[src/rtl/wb_arbiter.sv]
// Writeback arbiter: load results win, ex results queue in a 2-entry in-order FIFO; optional WB_ARBITER_BYPASS_EN.
// Latency: 1 cycle from selection to wen/rd/dataD (ex via FIFO 2+ cycles, 1 with bypass into an empty FIFO).
// Backpressure: ex_ready drops when the FIFO holds 2 entries or during reset; the load path never stalls.
module wb_arbiter #(
    parameter int ADDR_WIDTH = 5,
    parameter int DATA_WIDTH = 64
) (
    input  logic                  clk,
    input  logic                  rst,
    input  logic                  ld_valid,
    input  logic [ADDR_WIDTH-1:0] ld_rd,
    input  logic [DATA_WIDTH-1:0] ld_data,
    input  logic                  ex_valid,
    output logic                  ex_ready,
    input  logic [ADDR_WIDTH-1:0] ex_rd,
    input  logic [DATA_WIDTH-1:0] ex_data,
    output logic                  wen,
    output logic [ADDR_WIDTH-1:0] rd,
    output logic [DATA_WIDTH-1:0] dataD,
    output logic [1:0]            fifo_count
);

    typedef struct packed {
        logic [ADDR_WIDTH-1:0] rd;
        logic [DATA_WIDTH-1:0] data;
    } wb_ent_t;

    wb_ent_t               mem_q [2];
    logic [1:0]            count_q, count_d;
    logic                  wr_ptr_q, wr_ptr_d;
    logic                  rd_ptr_q, rd_ptr_d;
    logic                  wen_q, wen_d;
    logic [ADDR_WIDTH-1:0] rd_q;
    logic [DATA_WIDTH-1:0] data_q;

    logic    push, enq, pop, sel_vld;
    wb_ent_t sel;

    // Full FIFO refuses ex even if a pop happens this cycle (no push-through).
    assign ex_ready = !rst && (count_q != 2'd2);
    assign push     = ex_valid && ex_ready;

    always_comb begin
        sel_vld = 1'b0;
        sel     = mem_q[rd_ptr_q];
        pop     = 1'b0;
        enq     = push;
        if (ld_valid) begin
            sel_vld = 1'b1;
            sel     = '{rd: ld_rd, data: ld_data};
        end else if (count_q != 2'd0) begin
            sel_vld = 1'b1;
            pop     = 1'b1;
        end
`ifdef WB_ARBITER_BYPASS_EN
        else if (push) begin
            sel_vld = 1'b1;
            sel     = '{rd: ex_rd, data: ex_data};
            enq     = 1'b0;
        end
`endif
        count_d  = count_q + {1'b0, enq} - {1'b0, pop};
        wr_ptr_d = wr_ptr_q ^ enq;
        rd_ptr_d = rd_ptr_q ^ pop;
        // Writes to index 0 are dropped; the entry is still consumed.
        wen_d    = sel_vld && (sel.rd != '0);
    end

    always_ff @(posedge clk) begin
        if (rst) begin
            count_q  <= 2'd0;
            wr_ptr_q <= 1'b0;
            rd_ptr_q <= 1'b0;
            wen_q    <= 1'b0;
            rd_q     <= '0;
            data_q   <= '0;
        end else begin
            count_q  <= count_d;
            wr_ptr_q <= wr_ptr_d;
            rd_ptr_q <= rd_ptr_d;
            wen_q    <= wen_d;
            if (wen_d) begin
                rd_q   <= sel.rd;
                data_q <= sel.data;
            end
        end
    end

    always_ff @(posedge clk) begin
        if (enq) begin
            mem_q[wr_ptr_q] <= '{rd: ex_rd, data: ex_data};
        end
    end

    assign wen        = wen_q;
    assign rd         = rd_q;
    assign dataD      = data_q;
    assign fifo_count = count_q;

endmodule
[config.mk]
export PLATFORM = sky130hd
export DESIGN_NAME = wb_arbiter
export DESIGN_NICKNAME = d
export VERILOG_FILES = /design/src/rtl/wb_arbiter.sv
export SDC_FILE = /design/constraint.sdc
export NUM_CORES = 1
export LEC_CHECK = 0
export ABC_CLOCK_PERIOD_IN_PS = 4900
export CAP_MARGIN = 0
export CORE_UTILIZATION = 51
export CTS_CLUSTER_SIZE = 30
export DETAILED_ROUTE_END_ITERATION = 12
export PLACE_DENSITY_LB_ADDON = 0.12
export SLEW_MARGIN = 20
export SYNTH_ARGS = -nofsm -noshare
export SYNTH_HDL_FRONTEND = slang
export SYNTH_SLANG_ARGS = --single-unit
[constraint.sdc]
create_clock -name clk -period 4.9 [get_ports clk]
set_input_delay 1.225 -clock clk [delete_from_list [all_inputs] [get_ports clk]]
set_output_delay 1.225 -clock clk [all_outputs]
set_load 0.005 [all_outputs]
==> qor.csv, run 1 <==
metric;value;unit
wl_met2;12.2;mm
drive_gt1_share;13.0;%
synth_warnings;0;
grt-ovfl-total;0;
viasPerCell;6.01;
place_hpwl;15.0;mm
hold_class;flip-flop to flip-flop;
ys_seq_area_share;57.8;%
drt_pre_antenna_iters;5;
path_class;input pin to output port;
hold_violations;0;
drt-total-wl;24.5;mm
power-per-cell-area;461;nW/um2
syn_inst;793;
drc;0;
slew_violations;0;
portBuffers;214;
min-delay-start;dataD[29];
rows;50;
dp_slack;917;ps
fin_tns_setup;0;ps
cp-startpoint;rst;
cts_hold_buf;0;
grt_max_degree;131;
insertion_delay;510;ps
synth_top_cell_area_share;42.6;%
period_needed;3950;ps
fin_nets;1115;
total_power;5.90;mW
synth-edff-count;138;
cts-resized-gates;0;
antenna_cells;0;
cts_buffers;24;
period_share;80.6;%
start_util;52.0;%
grt_pass1_vias;7445;
yosysTopAreaCell;edfxtp_1;
antenna_found_initial;0;
skew;11.3;ps
vias;7338;
clkSinkCount;212;
rsz0062_at_grt;false;
wl_per_cell;20.1;um
drt.antenna.violating_nets;0;
die-width;140;um
track_usage;24.6;%
max_cap_viol_count;0;
ctsLongestPathBuffers;3;
setup_viol;0;
wl_met3;1.88;mm
ys_seq_elements;212;
leakage;4.58;nW
cp.arrival;2720;ps
irDropWorstVdd;0.323;mV
critPathMaxFanout;11;
worstReg2RegStart;rd_ptr_q;
final_cell_mix;clkdlybuf4s50_1 (213), edfxtp_1 (138), dfxtp_1 (73);
crit_path_end_kind;output port;
worstPathRequired;3670;ps
setup_ws;952;ps
drt-met1-wl;9.93;mm
gp_congestion;0.797;
grt_first_pass_wirelength;38.3;mm
slew_headroom;27.3;%
syn-num-nets;939;
cts_tree;done;
worst_pin_slew;1090;ps
status;finished, final reports clean;
ys_types;30;
startpoint_type;input pin;
synth-main-ff-cell;edfxtp_1;
cts_htree_levels;1;
fmaxAchievable;253;MHz
synth_area_per_cell;12.3;um2
post_cts_buffers;0;
die_h;140;um
core-area;18700;um2
syn-cell-area;9730;um2
async_reset_ff_share;0;%
cts-root-buf;clkbuf_16;
dr.max_layer_used;met4;
dieArea;19600;um2
clkTransAtPathRegs;60;ps
area_delta_synth_final;31.5;%
num_io_pins;215;
final_common_cell;clkdlybuf4s50_1;
drt_iter0_markers;544;
synthTopCellsByArea;edfxtp_1 (43%), dfxtp_1 (15%), mux2_2 (7.4%);
==> cell type report <==
cell class | instances | area, um2
Clock buffer | 33 | 686
Clock inverter | 11 | 195
Fill cell | 1355 | 5910
Tap cell | 234 | 293
Timing Repair Buffer | 225 | 2260
Sequential cell | 212 | 5630
Inverter | 5 | 21.3
Multi-Input combinational cell | 501 | 3710
==> synth_stat cells, types with 2 or more instances <==
cell type and number:
ha_1 4, o21a_1 3, nor2_1 72, a21oi_1 7, buf_4 10, o21ai_1 5
nand2b_1 64, nand2_1 6, nand3_1 64, clkbuf_1 29, a211oi_1 2, mux2_2 64
a32oi_1 64, a311oi_2 3, mux2i_1 69, inv_1 5, dfxtp_1 74, nand4_1 64
edfxtp_1 138, buf_6 8, buf_2 28, xnor2_1 2
==> cell families (layout without fill, tap and decap cells) <==
family                     count (synthesis)  count (layout)  synth area share, %
AOI/OAI and AO/OA                         84              84                 7.23
xor gates and xnor gates                   3               3                0.270
adders and majority gates                  4               4                0.515
buffers and inverters                     80             274                 4.45
DFF                                      212             212                 57.8
muxes                                    133             133                 14.5
and+or+nand+nor                          277             277                 15.2
==> per-layer routing <==
| metal | up-vias | global-route usage [%] |
|---|---|---|
| met5 | - | 0 |
| met4 | 0 | 7.11 |
| met3 | 42 | 5.20 |
| met2 | 274 | 43.6 |
| met1 | 3636 | 30.1 |
| li1 | 3386 | - |
==> worst max-delay path: stages <==
cell             delay (ps)
clkdlybuf4s50_1         660
a21oi_1                 290
clkdlybuf4s50_1         540
==> path summary, 6_finish.rpt <==
kind | cells past startpoint | slack, ps | endpoint
worst max-delay path | 3 | 950 | ex_ready
worst max register to register | 6 | 1820 | dataD[23]
worst min-delay path | 2 | 500 | dataD[29]
worst min register to register | 2 | 500 | dataD[29]
==> metrics by stage <==
stage | instances | utilization [%] | hold WS (ps) | area (um2)
global placement | 1177 | 63.7 | 483 | 11900
finish | 1221 | 68.4 | 498 | 12800
detailed placement | 1177 | 63.7 | 493 | 11900
floorplan | 793 | - | 491 | 9730
global route | 1221 | 68.4 | 521 | 12800
CTS | 1221 | 68.4 | 501 | 12800
==> power breakdown <==
group | internal, mW | switching (mW)
sequential | 2.19 | 0.260
combinational | 0.824 | 0.674
clock | 1.25 | 0.712
total | 4.26 | 1.65
==> sequential cells by signal, indices dropped and copies added, names as in the netlist <==
signal / flops
dataD: 64
fifo_count: 2
mem_q: 138
rd: 5
rd_ptr_q: 1
wen: 1
wr_ptr_q: 1
Power figures use the tool's default switching activity.
==> run 2, diff against run 1 <==
--- a/config.mk
+++ b/config.mk
@@ -5,9 +5,9 @@
 export SDC_FILE = /design/constraint.sdc
 export NUM_CORES = 1
 export LEC_CHECK = 0
-export ABC_CLOCK_PERIOD_IN_PS = 4900
+export ABC_CLOCK_PERIOD_IN_PS = 3300
 export CAP_MARGIN = 0
-export CORE_UTILIZATION = 51
+export CORE_UTILIZATION = 46
 export CTS_CLUSTER_SIZE = 30
 export DETAILED_ROUTE_END_ITERATION = 12
 export PLACE_DENSITY_LB_ADDON = 0.12
==> constraint.sdc (replaced) <==
create_clock -name clk -period 3.3 [get_ports clk]
set_input_delay 0.825 -clock clk [delete_from_list [all_inputs] [get_ports clk]]
set_output_delay 0.825 -clock clk [all_outputs]
set_load 0.005 [all_outputs]
==> qor.csv, run 2 (synthesis gave the netlist of run 1 again) <==
metric;value;unit;change
antenna_found_initial;1;;+1
largest_reg_flops;138;;unchanged
cts_tree;done;;
dieArea;21700;um2;+11%
drt_pre_antenna_iters;5;;unchanged
cts-root-buf;clkbuf_16;;
slowest_stage;clkdlybuf4s50_1;;
grt_max_degree;129;;-1.5%
hold_class;flip-flop to flip-flop;;
drive_gt1_share;13.3;%;+0.37 points
grt-ovfl-total;0;;unchanged
period_share;83.6;%;
final_common_cell;clkdlybuf4s50_1;;
placed_area;12100;um2;+1.4%
critPathMaxStageDelay;530;ps;-130 ps
clkTransAtPathRegs;60;ps;about the same
total_power;8.45;mW;+43%
final_cell_mix;clkdlybuf4s50_1 (213), edfxtp_1 (138), dfxtp_1 (73);;
setup_viol;0;;unchanged
worstPathRequired;2470;ps;-1200 ps
fin_tns_setup;0;ps;unchanged
path_cells;clkdlybuf4s50_1 > a21oi_1 > clkdlybuf4s50_1;;
path_class;input pin to output port;;
drc;0;;unchanged
cts_buffers;24;;unchanged
start_util;47.5;%;-4.5 points
post_cts_buffers;0;;unchanged
die-width;147;um;+5.2%
cp.arrival;1930;ps;-790 ps
critPathMostFrequentCell;clkdlybuf4s50_1;;
dp_cells;1224;;+4.0%
core-area;20500;um2;+9.6%
worst_pin_slew;576;ps;-514 ps
max_cap_viol_count;0;;unchanged
num_io_pins;215;;unchanged
rsz0062_at_grt;false;;
area_delta_synth_final;32.1;%;
grt_first_pass_wirelength;36.9;mm;-3.6%
fin_nets;1126;;+0.99%
period_needed;2760;ps;
cts_hold_buf;0;;unchanged
die_h;147;um;+5.2%
track_usage;21.4;%;-3.2 points
fmaxAchievable;362;MHz;
ctsLongestPathBuffers;3;;unchanged
vias;7117;;-3.0%
irDropWorstVdd;0.469;mV;+45%
power-per-cell-area;658;nW/um2;+43%
gp_congestion;0.734;;-7.9%
insertion_delay;500;ps;about the same
slew_violations;0;;unchanged
fin_area;12800;um2;+0.40%
utilization;62.7;%;-5.7 points
slew_headroom;61.6;%;+34 points
drt_iter0_markers;311;;-43%
wl_per_cell;18.7;um;-6.9%
status;finished, final reports clean;;
place_hpwl;15.0;mm;-0.20%
viasPerCell;5.61;;-6.6%
drt-total-wl;23.7;mm;-3.3%
drt.antenna.violating_nets;0;;unchanged
skew;10.7;ps;-0.589 ps
cts-resized-gates;0;;unchanged
clkSinkCount;212;;unchanged
top_register;mem_q;;
final_cells;1268;;+3.8%
portBuffers;214;;unchanged
critPathMaxFanout;2;;-9
rows;52;;+4.0%
crit_path_end_kind;output port;;
hold_violations;0;;unchanged
cts_htree_levels;1;;unchanged
grt_pass1_vias;6977;;-6.3%
leakage;4.59;nW;+0.33%
startpoint_type;input pin;;
[run 2: changes by cell type in the layout (fill, tap and decap cells not counted), sizes merged]
cell      previous run  this run
buf                 12        23
bufinv               5         2
clkbuf              33        35
clkinv               3         5
clkinvlp             2         0
diode                0         1
[run 2: critical path, delay by kind of cell]
family	cells	cell delay, ps
buffers and inverters	2	950
AOI/OAI and AO/OA	1	160
[run 2: power by group]
part / switching (mW) / internal [mW]
Clock: 1.01 / 1.57
Sequential: 0.286 / 3.25
Combinational: 1.09 / 1.25
[run 2: path summary, 6_finish.rpt]
| kind | startpoint | endpoint | slack, ps | cells after the start |
|---|---|---|---|---|
| max | rst | ex_ready | 540 | 3 |
| min | dataD[6] | dataD[6] | 500 | 2 |
| max reg2reg | fifo_count[1] | dataD[7] | 1200 | 6 |
| min reg2reg | dataD[6] | dataD[6] | 500 | 2 |
[run 2: through the flow]
| stage | worst slack, ps | hold slack (ps) |
|---|---|---|
| final | 541 | 500 |
| after detailed placement | 549 | 493 |
| after CTS | 534 | 500 |
| after global placement | 537 | 481 |
| after floorplan | -206 | 491 |
| after global routing | 435 | 516 |
[run 2: layout make-up]
cell class | count | area (um2)
diodes | 1 | 2.50
repair buffers | 236 | 2380
clock buffers | 35 | 673
inverters | 5 | 21.3
well taps | 270 | 338
clock inverters | 8 | 95.1
fillers | 1664 | 7650
flip-flops and latches | 212 | 5630
multi-input cells | 501 | 3710
[run 2: metal layers]
layer / wire length (um) / global-route usage [%] / up-vias
met5: 0 / 0 / -
met1: 10100 / 26.9 / 3480
met4: 364 / 4.74 / 0
met2: 11600 / 36.8 / 194
met3: 1600 / 5.65 / 24
li1: - / - / 3419
